===== config.mk =====
export PLATFORM = sky130hd
export DESIGN_NAME = boss_ctrl
export DESIGN_NICKNAME = d
export VERILOG_FILES = /design/src/rtl/boss_pkg.sv /design/src/rtl/boss_move.sv /design/src/rtl/boss_ctrl.sv
export SDC_FILE = /design/constraint.sdc
export NUM_CORES = 1
export LEC_CHECK = 0
export BUFFER_PORTS_ARGS = -buffer_cell sky130_fd_sc_hd__buf_2
export CORE_MARGIN = 2
export CORE_UTILIZATION = 60
export CTS_CLUSTER_DIAMETER = 30
export DETAILED_ROUTE_END_ITERATION = 7
export PLACE_DENSITY = 0.86
export RECOVER_POWER = 50
export SLEW_MARGIN = 20
export SYNTH_ARGS = -nofsm -noshare
export SYNTH_HDL_FRONTEND = slang
export SYNTH_SLANG_ARGS = --single-unit

===== constraint.sdc =====
create_clock -name clk -period 5.5 [get_ports clk]
set_clock_uncertainty 0.15 [all_clocks]
set_input_delay 1.1 -clock clk [delete_from_list [all_inputs] [get_ports clk]]
set_output_delay 1.1 -clock clk [all_outputs]
set_load 0.02 [all_outputs]

===== src/rtl/boss_pkg.sv =====
// Shared boss types and default tuning constants for boss_ctrl and boss_move.
package boss_pkg;

    typedef enum logic [2:0] {
        IDLE   = 3'd0,
        PATROL = 3'd1,
        JUMP   = 3'd2,
        DEAD   = 3'd3
    } boss_state_t;

    localparam logic DIR_LEFT  = 1'b0;
    localparam logic DIR_RIGHT = 1'b1;

    localparam int DEF_HP_MAX        = 100;
    localparam int DEF_START_X       = 800;
    localparam int DEF_GROUND_Y      = 600;
    localparam int DEF_X_MIN         = 106;
    localparam int DEF_X_MAX         = 918;
    localparam int DEF_SPEED         = 2;
    localparam int DEF_JUMP_V        = 12;
    localparam int DEF_GRAVITY       = 1;
    localparam int DEF_JUMP_PERIOD   = 120;
    localparam int DEF_INVULN_FRAMES = 30;

endpackage


===== src/rtl/boss_move.sv =====
// Combinational per-frame motion step: horizontal walk with edge bounce,
// and jump ballistics with landing detection.
module boss_move
    import boss_pkg::*;
#(
    parameter int X_MIN    = DEF_X_MIN,
    parameter int X_MAX    = DEF_X_MAX,
    parameter int GROUND_Y = DEF_GROUND_Y,
    parameter int GRAVITY  = DEF_GRAVITY
) (
    input  boss_state_t        state,
    input  logic [11:0]        x,
    input  logic [11:0]        y,
    input  logic signed [7:0]  vel,
    input  logic               dir,
    input  logic [7:0]         speed,
    output logic [11:0]        x_nxt,
    output logic [11:0]        y_nxt,
    output logic signed [7:0]  vel_nxt,
    output logic               dir_nxt,
    output logic               landed
);

    localparam logic signed [12:0] X_LO  = 13'(X_MIN);
    localparam logic signed [12:0] X_HI  = 13'(X_MAX);
    localparam logic signed [12:0] Y_GND = 13'(GROUND_Y);
    localparam logic signed [7:0]  GRAV  = 8'(GRAVITY);

    logic signed [12:0] x_sum;
    logic signed [12:0] y_sum;

    // Reaching either edge exactly counts as a bounce, so the boss turns there.
    always_comb begin
        x_nxt   = x;
        y_nxt   = y;
        vel_nxt = vel;
        dir_nxt = dir;
        landed  = 1'b0;

        if (dir == DIR_LEFT)
            x_sum = $signed({1'b0, x}) - $signed({5'b0, speed});
        else
            x_sum = $signed({1'b0, x}) + $signed({5'b0, speed});
        y_sum = $signed({1'b0, y}) - $signed({{5{vel[7]}}, vel});

        if (x_sum <= X_LO) begin
            x_nxt   = 12'(X_MIN);
            dir_nxt = DIR_RIGHT;
        end else if (x_sum >= X_HI) begin
            x_nxt   = 12'(X_MAX);
            dir_nxt = DIR_LEFT;
        end else begin
            x_nxt = x_sum[11:0];
        end

        if (state == JUMP) begin
            if ((y_sum >= Y_GND) && (vel <= 8'sd0)) begin
                landed  = 1'b1;
                y_nxt   = 12'(GROUND_Y);
                vel_nxt = 8'sd0;
            end else begin
                y_nxt   = y_sum[11:0];
                vel_nxt = vel - GRAV;
            end
        end
    end

endmodule


===== src/rtl/boss_ctrl.sv =====
// Boss sequencer: frame-stepped patrol/jump/dead FSM, hit points and damage handshake.
// Optional build macro BOSS_ENRAGE_EN doubles speed and halves the jump period at half health.
module boss_ctrl
    import boss_pkg::*;
#(
    parameter int HP_MAX        = DEF_HP_MAX,
    parameter int START_X       = DEF_START_X,
    parameter int GROUND_Y      = DEF_GROUND_Y,
    parameter int X_MIN         = DEF_X_MIN,
    parameter int X_MAX         = DEF_X_MAX,
    parameter int SPEED         = DEF_SPEED,
    parameter int JUMP_V        = DEF_JUMP_V,
    parameter int GRAVITY       = DEF_GRAVITY,
    parameter int JUMP_PERIOD   = DEF_JUMP_PERIOD,
    parameter int INVULN_FRAMES = DEF_INVULN_FRAMES
) (
    input  logic        clk,
    input  logic        rst,
    input  logic [1:0]  game_active,
    input  logic        frame_tick,
    input  logic        hit_req,
    input  logic [3:0]  hit_dmg,
    output logic        hit_ack,
    output logic [11:0] boss_x,
    output logic [11:0] boss_y,
    output logic [6:0]  boss_hp,
    output logic [2:0]  boss_state
);

    boss_state_t       state;
    logic [11:0]       x, y;
    logic [6:0]        hp;
    logic              dir;
    logic signed [7:0] vel;
    logic [7:0]        jump_cnt;
    logic [7:0]        invuln_cnt;
    logic              ack;

    logic [11:0]       x_nxt, y_nxt;
    logic signed [7:0] vel_nxt;
    logic              dir_nxt;
    logic              landed;
    logic [7:0]        speed;
    logic [7:0]        jump_thr;
    logic              hit_take;
    logic              hit_accept;
    logic [6:0]        hp_after;

`ifdef BOSS_ENRAGE_EN
    logic enraged;
    assign enraged  = (hp != 7'd0) && (hp <= 7'(HP_MAX / 2));
    assign speed    = enraged ? 8'(2 * SPEED) : 8'(SPEED);
    assign jump_thr = enraged ? 8'(JUMP_PERIOD / 2) : 8'(JUMP_PERIOD);
`else
    assign speed    = 8'(SPEED);
    assign jump_thr = 8'(JUMP_PERIOD);
`endif

    assign hit_take   = hit_req & ~ack;
    assign hit_accept = hit_take && ((state == PATROL) || (state == JUMP)) && (invuln_cnt == 8'd0);
    assign hp_after   = (hp < {3'b0, hit_dmg}) ? 7'd0 : hp - {3'b0, hit_dmg};

    boss_move #(
        .X_MIN    (X_MIN),
        .X_MAX    (X_MAX),
        .GROUND_Y (GROUND_Y),
        .GRAVITY  (GRAVITY)
    ) u_move (
        .state   (state),
        .x       (x),
        .y       (y),
        .vel     (vel),
        .dir     (dir),
        .speed   (speed),
        .x_nxt   (x_nxt),
        .y_nxt   (y_nxt),
        .vel_nxt (vel_nxt),
        .dir_nxt (dir_nxt),
        .landed  (landed)
    );

    // A killing hit is applied last so DEAD overrides any movement transition.
    always_ff @(posedge clk) begin
        if (rst || (game_active != 2'd1)) begin
            state      <= IDLE;
            x          <= 12'(START_X);
            y          <= 12'(GROUND_Y);
            hp         <= 7'(HP_MAX);
            dir        <= DIR_LEFT;
            vel        <= 8'sd0;
            jump_cnt   <= 8'd0;
            invuln_cnt <= 8'd0;
            ack        <= 1'b0;
        end else begin
            ack <= hit_take;

            if (frame_tick && (invuln_cnt != 8'd0))
                invuln_cnt <= invuln_cnt - 8'd1;
            if (hit_accept) begin
                hp         <= hp_after;
                invuln_cnt <= 8'(INVULN_FRAMES);
            end

            case (state)
                IDLE: state <= PATROL;
                PATROL: begin
                    if (frame_tick) begin
                        x   <= x_nxt;
                        dir <= dir_nxt;
                        if (jump_cnt >= jump_thr - 8'd1) begin
                            jump_cnt <= 8'd0;
                            vel      <= 8'(JUMP_V);
                            state    <= JUMP;
                        end else begin
                            jump_cnt <= jump_cnt + 8'd1;
                        end
                    end
                end
                JUMP: begin
                    if (frame_tick) begin
                        x   <= x_nxt;
                        dir <= dir_nxt;
                        y   <= y_nxt;
                        vel <= vel_nxt;
                        if (landed)
                            state <= PATROL;
                    end
                end
                default: ;
            endcase

            if (hit_accept && (hp_after == 7'd0))
                state <= DEAD;
        end
    end

    assign hit_ack    = ack;
    assign boss_x     = x;
    assign boss_y     = y;
    assign boss_hp    = hp;
    assign boss_state = state;

endmodule


# --- Word level (Yosys, flattened, before mapping) ---
# Index checks and enable logic that the tools add are counted.
word_totals:
  reg_bits: 60
  in_bits: 10
  out_inout_bits: 35
  wordCells: 86
op_classes:
  add_sub_neg: 7
  order_cmp: 6
  n_eq_ne: 11
  muxes: 23
  n_bitwise: 2
  n_reduce_logical: 26
op_table:
  columns: ["cell", "n"]
  rows:
  - ["2-to-1 mux 8 bit", 5]
  - ["2-to-1 mux 12 bit", 3]
  - ["greater-or-equal comparator 13 x 11 -> 1 bit (second input constant)", 2]
  - ["one-hot mux 8 bit (2 select lines)", 1]
  - ["adder 12 x 2 -> 13 bit (second input constant)", 1]
  - ["<= comparator 13 x 8 -> 1 bit (second input constant)", 1]
  - ["2-to-1 mux 13 bit", 1]
  - ["subtractor 12 x 2 -> 13 bit (second input constant)", 1]
  - ["subtractor 13 x 8 -> 13 bit", 1]
  - ["2-to-1 mux 3 bit", 4]
  - ["2-to-1 mux 5 bit", 2]
  - ["AND reduction 5 bit", 2]
  - ["inequality test 3 x 2 -> 1 bit (second input constant)", 3]
  - ["one-hot mux 3 bit (3 select lines)", 1]
  - ["adder 8 x 1 -> 8 bit (second input constant)", 1]
  - ["greater-or-equal comparator 8 x 7 -> 1 bit (second input constant)", 1]
  - ["<= comparator 8 x 1 -> 1 bit (second input constant)", 1]
  - ["zero test 8 bit", 1]
  - ["nonzero test 8 bit", 1]
  - ["subtractor 8 x 1 -> 8 bit (second input constant)", 1]
  - ["subtractor 8 x 2 -> 8 bit (second input constant)", 1]
  - ["zero test 7 bit", 1]
  - ["< comparator 7 x 4 -> 1 bit", 1]
  - ["2-to-1 mux 7 bit", 1]
  - ["other kinds (20)", 37]

# --- Depth between registers and ports, before layout ---
# Gate-level depths: netlist of the first run.
logic_depth:
  word_depth: 9
  mapped_depth: 13
  depth_no_buf: 13

# --- Cells and area by module ---
# Synthesis of the first run repeated with hierarchy kept, for this count alone.
unflattened:
  cells_unflattened: 635
  area_unflattened_um2: 4787.1
by_module_without_submodules:
  columns: ["mod", "instances", "cells_per_inst", "area_per_inst_um2", "seq_area_each_um2"]
  rows:
  - ["boss_ctrl", 1, 331, 2701.3, 1181.1]
  - ["boss_move", 1, 304, 2085.8, 0.0]

# --- Worst setup path after synthesis of the first run ---
# Ideal clock, no wire load.
synth_path:
  kind: "in2reg"
  startpoint: "input port hit_dmg[0]"
  endpoint: "register state[0], in the netlist boss_state[0]"
  setup_time_ns: 0.103
  t_arrival_ns: 3.574
  required_time_ns: 5.247
  path_slack_ns: 1.673
  stages: 12
  path_buffers: 0
  path_cell_list: "ha_1 inv_1 fa_1 a21o_1 a21oi_1 xor2_1 nor4b_1 nand2_1 a2111oi_1 nor2_1 and4_1 a2111oi_2"
synth_via:
  elab_chain_cells: 6
  elab_cells_between_ends: 12
  cone_classes: "add/sub (1); order compare (1); eq/ne (4); mux (2); reduce/logical (4)"
synth_lines:
  columns: ["item", "line", "source"]
  rows:
  - ["start: declaration", "boss_ctrl.sv:22", "input logic [3:0] hit_dmg,"]
  - ["subtractor 7 x 4 -> 7 bit or < comparator 7 x 4 -> 1 bit (tied branches)", "boss_ctrl.sv:61", "assign hp_after = (hp < {3'b0, hit_dmg}) ? 7'd0 : hp - {3'b0, hit_dmg};"]
  - ["2-to-1 mux 7 bit (*)", "boss_ctrl.sv:61", null]
  - ["zero test 7 bit (*)", "boss_ctrl.sv:132", "if (hit_accept && (hp_after == 7'd0))"]
  - ["logical AND 1 bit (*)", "boss_ctrl.sv:132", null]
  - ["inequality test 3 x 1 -> 1 bit (no line), or another cell as far along", null, null]
  - ["AND reduction 5 bit (no line)", null, null]
  - ["end signal: assignment", "boss_ctrl.sv:113", "state <= JUMP;"]
  - ["end signal: assignment", "boss_ctrl.sv:126", "state <= PATROL;"]
  - ["end signal: assignment", "boss_ctrl.sv:133", "state <= DEAD;"]
  - ["end: declaration", "boss_ctrl.sv:30", "boss_state_t state;"]
# Every way passes the cells marked *; elsewhere a longest branch is shown, timed or not.
# A chain may end at the register's enable or synchronous reset.

# --- Worst setup path in the final report of the first run ---
# Ends and elaborated chain as after synthesis.

==> metrics.csv, run 1 <==
metric;value;unit
vias;3732;
synth_area;0.00396;mm²
leakage;1.65;nW
crit_path_start_kind;input port;
synth_flop_cell;dfxtp_1;
dr.pass1.iters;5;
cts_buffer_depth;2;
synth_top_cell_by_area;dfxtp_1;
clkTransAtPathRegs;0.06;ns
gp_congestion;0.895;
async_reset_ff_frac;0;
setup_viol;0;
final_common_cell;dfxtp_1;
drtIter0Drc;190;
met1_usage;0.314;
drc_errors;0;
powerDensity;200;mW/mm²
slew_headroom;-0.536;
grtUsageMet3;0.0399;
cts_resized;0;
synth_area_leaders;dfxtp_1 (29%), ha_1 (12%), a21oi_1 (5.3%);
drt_wl_total;8960;µm
worst_slew_pin_slew;2.30;ns
cp-end-kind;register;
synth_top_cell_area_share;0.293;
p_seq_frac;0.492;
crit_path_max_fanout;3;
critPathBufInv;2;
cts_tree;yes;
rsz0062_at_grt;false;
cts_root_buffer;clkbuf_8;
dp_cells;596;
core;0.00635;mm²
synth_edf_count;0;
layout.cells.non_filler;611;
die-area;0.00727;mm²
fin_nets;580;
ir_worst_vdd;0.220;mV
cp_slowest_stage_delay;0.64;ns
hold_viol_final;0;
grt_pass1_wl;15200;µm
track_usage;0.254;
status;finished with violations;
cts_buffers;9;
dp_slack;1.33;ns
postCtsSetupBuffers;0;
floorplan.initialDensity;0.624;
fin_crit_sh;0.702;
cts_num_sinks;58;
p_switching;0.227;mW
antenna_found_initial;0;
io_pins;45;
fin_ws;1.64;ns
worstSetupPathType;input port to register;
area_growth;9.48;%
antenna_cells;0;
wl_per_cell;14.7;µm
antenna_left;0;
rows;29;
via_per_inst;6.11;
violations;capacitance limit, slew limit;
cap_violations;1;
p_int;0.639;mW
io_buffers;42;
crit_path_top_delay_cell;a2111oi_1;
critPathTopFamily;compound AO/OA/AOI/OAI gates;
fin_crit;3.86;ns
hold_path_class;register to register;
h-tree-depth;3;
grt_max_degree;35;
mostFrequentLayoutCells;dfxtp_1 (58), nor2_1 (49), a21oi_1 (42);
ys_seq_area_frac;0.293;
grt-ovfl-total;0;
die_h;85.3;µm
final_max_slew_viol_count;19;
sw_frac_of_total;0.262;
crit_path_cell_trace;buf_2, ha_1, inv_1, fa_1, a21o_1, a21oi_1, xor2_1, nor4b_1, nand2_1, a2111oi_1, nor2_1, and4_1, a2111oi_2;
synthCells;491;
ys_seq_elements;58;
worstPathRequired;5.58;ns
busiest_layer;met2;
p_comb_frac;0.104;
yosysWarnings;0;
max_freq;0.259;GHz
drive_above_1_share;0.0655;
hpwl;6670;µm
p_clk_frac;0.404;
fin_setup_tns;0;ns
yosysUniqueCellTypes;64;
crit_arrival;3.94;ns
cts_hold_buf;0;
clk-insertion-delay-late;0.34;ns
postSynthAreaPerCell;8.07;µm²
use_met2;0.436;
grt_pass1_vias;3529;
dieWidth;85.3;µm
-- cells by family (layout without fill, tap and decap cells) --
kind of cell    Yosys count  after routing  share of synthesized area
simple gates            176            176                      0.220
fa+ha+maj                40             40                      0.132
other cells               1              2                   0.000947
compound gates          133            133                      0.223
mux                       3              3                     0.0107
buf+inv                  47             89                     0.0464
flops                    58             58                      0.293
xor+xnor                 33             33                     0.0730
-- state kept, by name (all words and copies together) (netlist names) --
name and count:
boss_y 12, boss_x 11, invuln_cnt 8, jump_cnt 8, vel 8, boss_hp 7, boss_state 2, dir 1
hit_ack 1
-- layout make-up --
cell class	count	area, µm²
Multi-Input combinational cell	387	2620
Clock inverter	3	15.0
Inverter	32	120
Clock buffer	12	155
Timing Repair Buffer	42	169
Sequential cell	58	1160
Fill cell	553	2010
Tap cell	77	96.3
-- tightest hold or removal path: cells and delay by family (launching register included) --
| family | cells | cell delay (ns) |
|---|---|---|
| DFF | 1 | 0.32 |
| AOI/OAI and AO/OA | 1 | 0.05 |
| and+or+nand+nor | 1 | 0.05 |
-- stage by stage --
step                power, mW   util  hold slack (ns)  cell area (µm²)
detailed placement      0.524  0.663            0.314             4210
global placement        0.522  0.663            0.306             4210
finish                  0.866  0.683            0.326             4340
global route            0.900  0.683            0.351             4340
CTS                     0.870  0.690            0.327             4380
floorplan               0.505      -            0.294             3970
-- Yosys cell counts (3+ instances only) --
library cell  count
dfxtp_1          58
nor2_1           49
a21oi_1          42
ha_1             37
nand2_1          36
inv_1            32
o21ai_0          24
xnor2_1          21
nor3_1           17
nand3_1          15
xor2_1           12
clkbuf_1         11
a21o_1            9
and3_1            9
or3_1             9
nand4_1           8
o211ai_1          8
a211oi_1          6
a311oi_1          6
nor4_1            6
a31oi_1           5
nor2b_1           5
nand2b_1          4
or2_2             4
and2_1            3
fa_1              3
nor3b_1           3
o22a_1            3
-- worst paths after layout --
| kind | from | end | slack (ns) | cells past startpoint |
|---|---|---|---|---|
| worst max-delay path | hit_dmg[0] | boss_state[0]$_SDFFE_PP0P_ | 1.64 | 13 |
| worst max register to register | vel[0]$_SDFFE_PP0P_ | boss_y[3]$_SDFFE_PP1P_ | 1.71 | 12 |
| worst min register to register | boss_y[8]$_SDFFE_PP0P_ | boss_y[8]$_SDFFE_PP0P_ | 0.33 | 2 |
| worst min-delay path | boss_y[8]$_SDFFE_PP0P_ | boss_y[8]$_SDFFE_PP0P_ | 0.33 | 2 |
-- power by group through the flow --
stage                     logic (mW)  registers, mW  clock network [mW]
after floorplan               0.0684          0.436                   0
after global placement        0.0866          0.435                   0
after detailed placement      0.0890          0.435                   0
after CTS                     0.0896          0.426               0.355
after global routing          0.0992          0.426               0.375
final                         0.0897          0.426               0.350
-- routing by layer --
layer,part of all wire,up-vias
li1,-,1855
met1,0.45,1737
met2,0.48,117
met5,0,-
met3,0.050,23
met4,0.023,0
Power figures use the tool's default switching activity.
==> run 2, diff against run 1 <==
- CORE_UTILIZATION: 60 -> 59
- PLACE_DENSITY: 0.86 -> 0.84
- clock period: 5.5 -> 3.9 ns (I/O delays scaled with it)
==> metrics.csv, run 2 (synthesis gave the netlist of run 1 again) <==
metric;value;unit
status;completed;
antenna_found_initial;0;
die_h;85.9;µm
largest_reg_flops;12;
multi_input_area;0.00263;mm²
track_usage;0.264;
grt-ovfl-total;0;
cts_buffers;9;
final_max_slew_viol_count;0;
via_per_inst;6.08;
cts_buffer_depth;2;
clk-insertion-delay-late;0.36;ns
num-fill-cells;577;
rows;29;
io_pins;45;
timing.rr.start;vel[0]$_SDFFE_PP0P_;
fin_nets;584;
cts_tree;yes;
wl_per_cell;14.8;µm
hold_path_class;register to register;
clkTransAtPathRegs;0.07;ns
setup_viol;0;
grt_max_degree;35;
grt_pass1_wl;15800;µm
dr.pass1.iters;5;
cts_root_buffer;clkbuf_8;
cap_violations;0;
seq_area;0.00116;mm²
crit_arrival;3.66;ns
fin_crit_sh;0.914;
fin_crit;3.57;ns
die-area;0.00739;mm²
h-tree-depth;3;
vias;3743;
crit_path_max_fanout;7;
cp-end-kind;register;
worstHoldStart;boss_y[7]$_SDFFE_PP0P_;
min_to;boss_y[7]$_SDFFE_PP0P_;
final_common_cell;dfxtp_1;
powerDensity;310;mW/mm²
floorplan.initialDensity;0.617;
gp_congestion;0.847;
fin_util;0.690;
antenna_left;0;
hold_viol_final;0;
worstPathRequired;3.99;ns
area_growth;11.9;%
slew_headroom;0.187;
ir_worst_vdd;0.200;mV
fin_setup_tns;0;ns
worstSetupPathType;register to register;
io_buffers;42;
cts_hold_buf;0;
reg2reg_to;boss_y[3]$_SDFFE_PP1P_;
max_freq;0.280;GHz
reg2regPathDepth;12;
whs;0.320;ns
dieWidth;85.9;µm
antenna_cells;0;
leakage;1.69;nW
mostFrequentLayoutCells;dfxtp_1 (58), nor2_1 (49), a21oi_1 (42);
core;0.00642;mm²
rrSetupSlack;0.33;ns
grt_pass1_vias;3658;
drt_wl_total;9130;µm
hold_depth;2;
drtIter0Drc;271;
rsz0062_at_grt;false;
crit_path_start_kind;register;
drc_errors;0;
worst_slew_pin_slew;1.22;ns
drive_above_1_share;0.0798;
hpwl;6690;µm
power.total;1.37;mW
cts_num_sinks;58;
==> run 2: through the flow <==
stage	setup WS (ns)	std cells	area, µm²
final	0.335	616	4430
after global routing	0.0767	616	4430
after CTS	0.243	616	4470
after detailed placement	0.0981	600	4240
after global placement	0.251	600	4240
after floorplan	0.393	492	3970
==> run 2: how the worst max path moves through the flow <==
stage	slack, ns	start	end
finish	0.33	vel[0]$_SDFFE_PP0P_	boss_y[3]$_SDFFE_PP1P_
global route	0.08	vel[0]$_SDFFE_PP0P_	boss_y[4]$_SDFFE_PP1P_
CTS	0.24	vel[0]$_SDFFE_PP0P_	boss_y[3]$_SDFFE_PP1P_
detailed placement	0.1	hit_dmg[0]	boss_state[0]$_SDFFE_PP0P_
global placement	0.25	hit_dmg[0]	boss_state[0]$_SDFFE_PP0P_
floorplan	0.39	hit_dmg[0]	boss_state[0]$_SDFFE_PP0P_
==> run 2: power breakdown <==
part,total (mW),switching (mW),internal [mW],leakage [nW]
logic,0.130,0.0827,0.0471,1.11
registers,0.600,0.00415,0.596,0.468
clock network,0.644,0.267,0.378,0.109
==> run 2: metal layers <==
layer | global-route usage | wire length, µm | vias to the layer above
met4 | 0.104 | 193 | 0
li1 | - | - | 1866
met3 | 0.0645 | 524 | 17
met5 | 0 | 0 | -
met2 | 0.437 | 4320 | 121
met1 | 0.328 | 4090 | 1739
==> run 2: final cells by class <==
class | count | share of cell area
clock inverter | 6 | 0.0200
multi-input combinational | 387 | 0.593
clock buffer | 10 | 0.0310
sequential | 58 | 0.262
tap | 77 | 0.0217
timing repair buffer | 46 | 0.0449
inverter | 32 | 0.0271
==> run 2: worst max-delay path, stage by stage, from the launching register on <==
cell and delay (ns):
dfxtp_1 0.42, ha_1 0.21, inv_1 0.06, fa_1 0.42, a211oi_2 0.28, o211ai_1 0.16
a221oi_2 0.30, xor2_1 0.28, inv_1 0.09, a211oi_2 0.37, nor2_2 0.16, or3_4 0.37
o22a_1 0.21
==> run 2: repair_timing <==
action | CTS | global route
resized for setup | 0 | 1
setup buffers | 0 | 0
endpoints found under the setup margin | 0 | 3
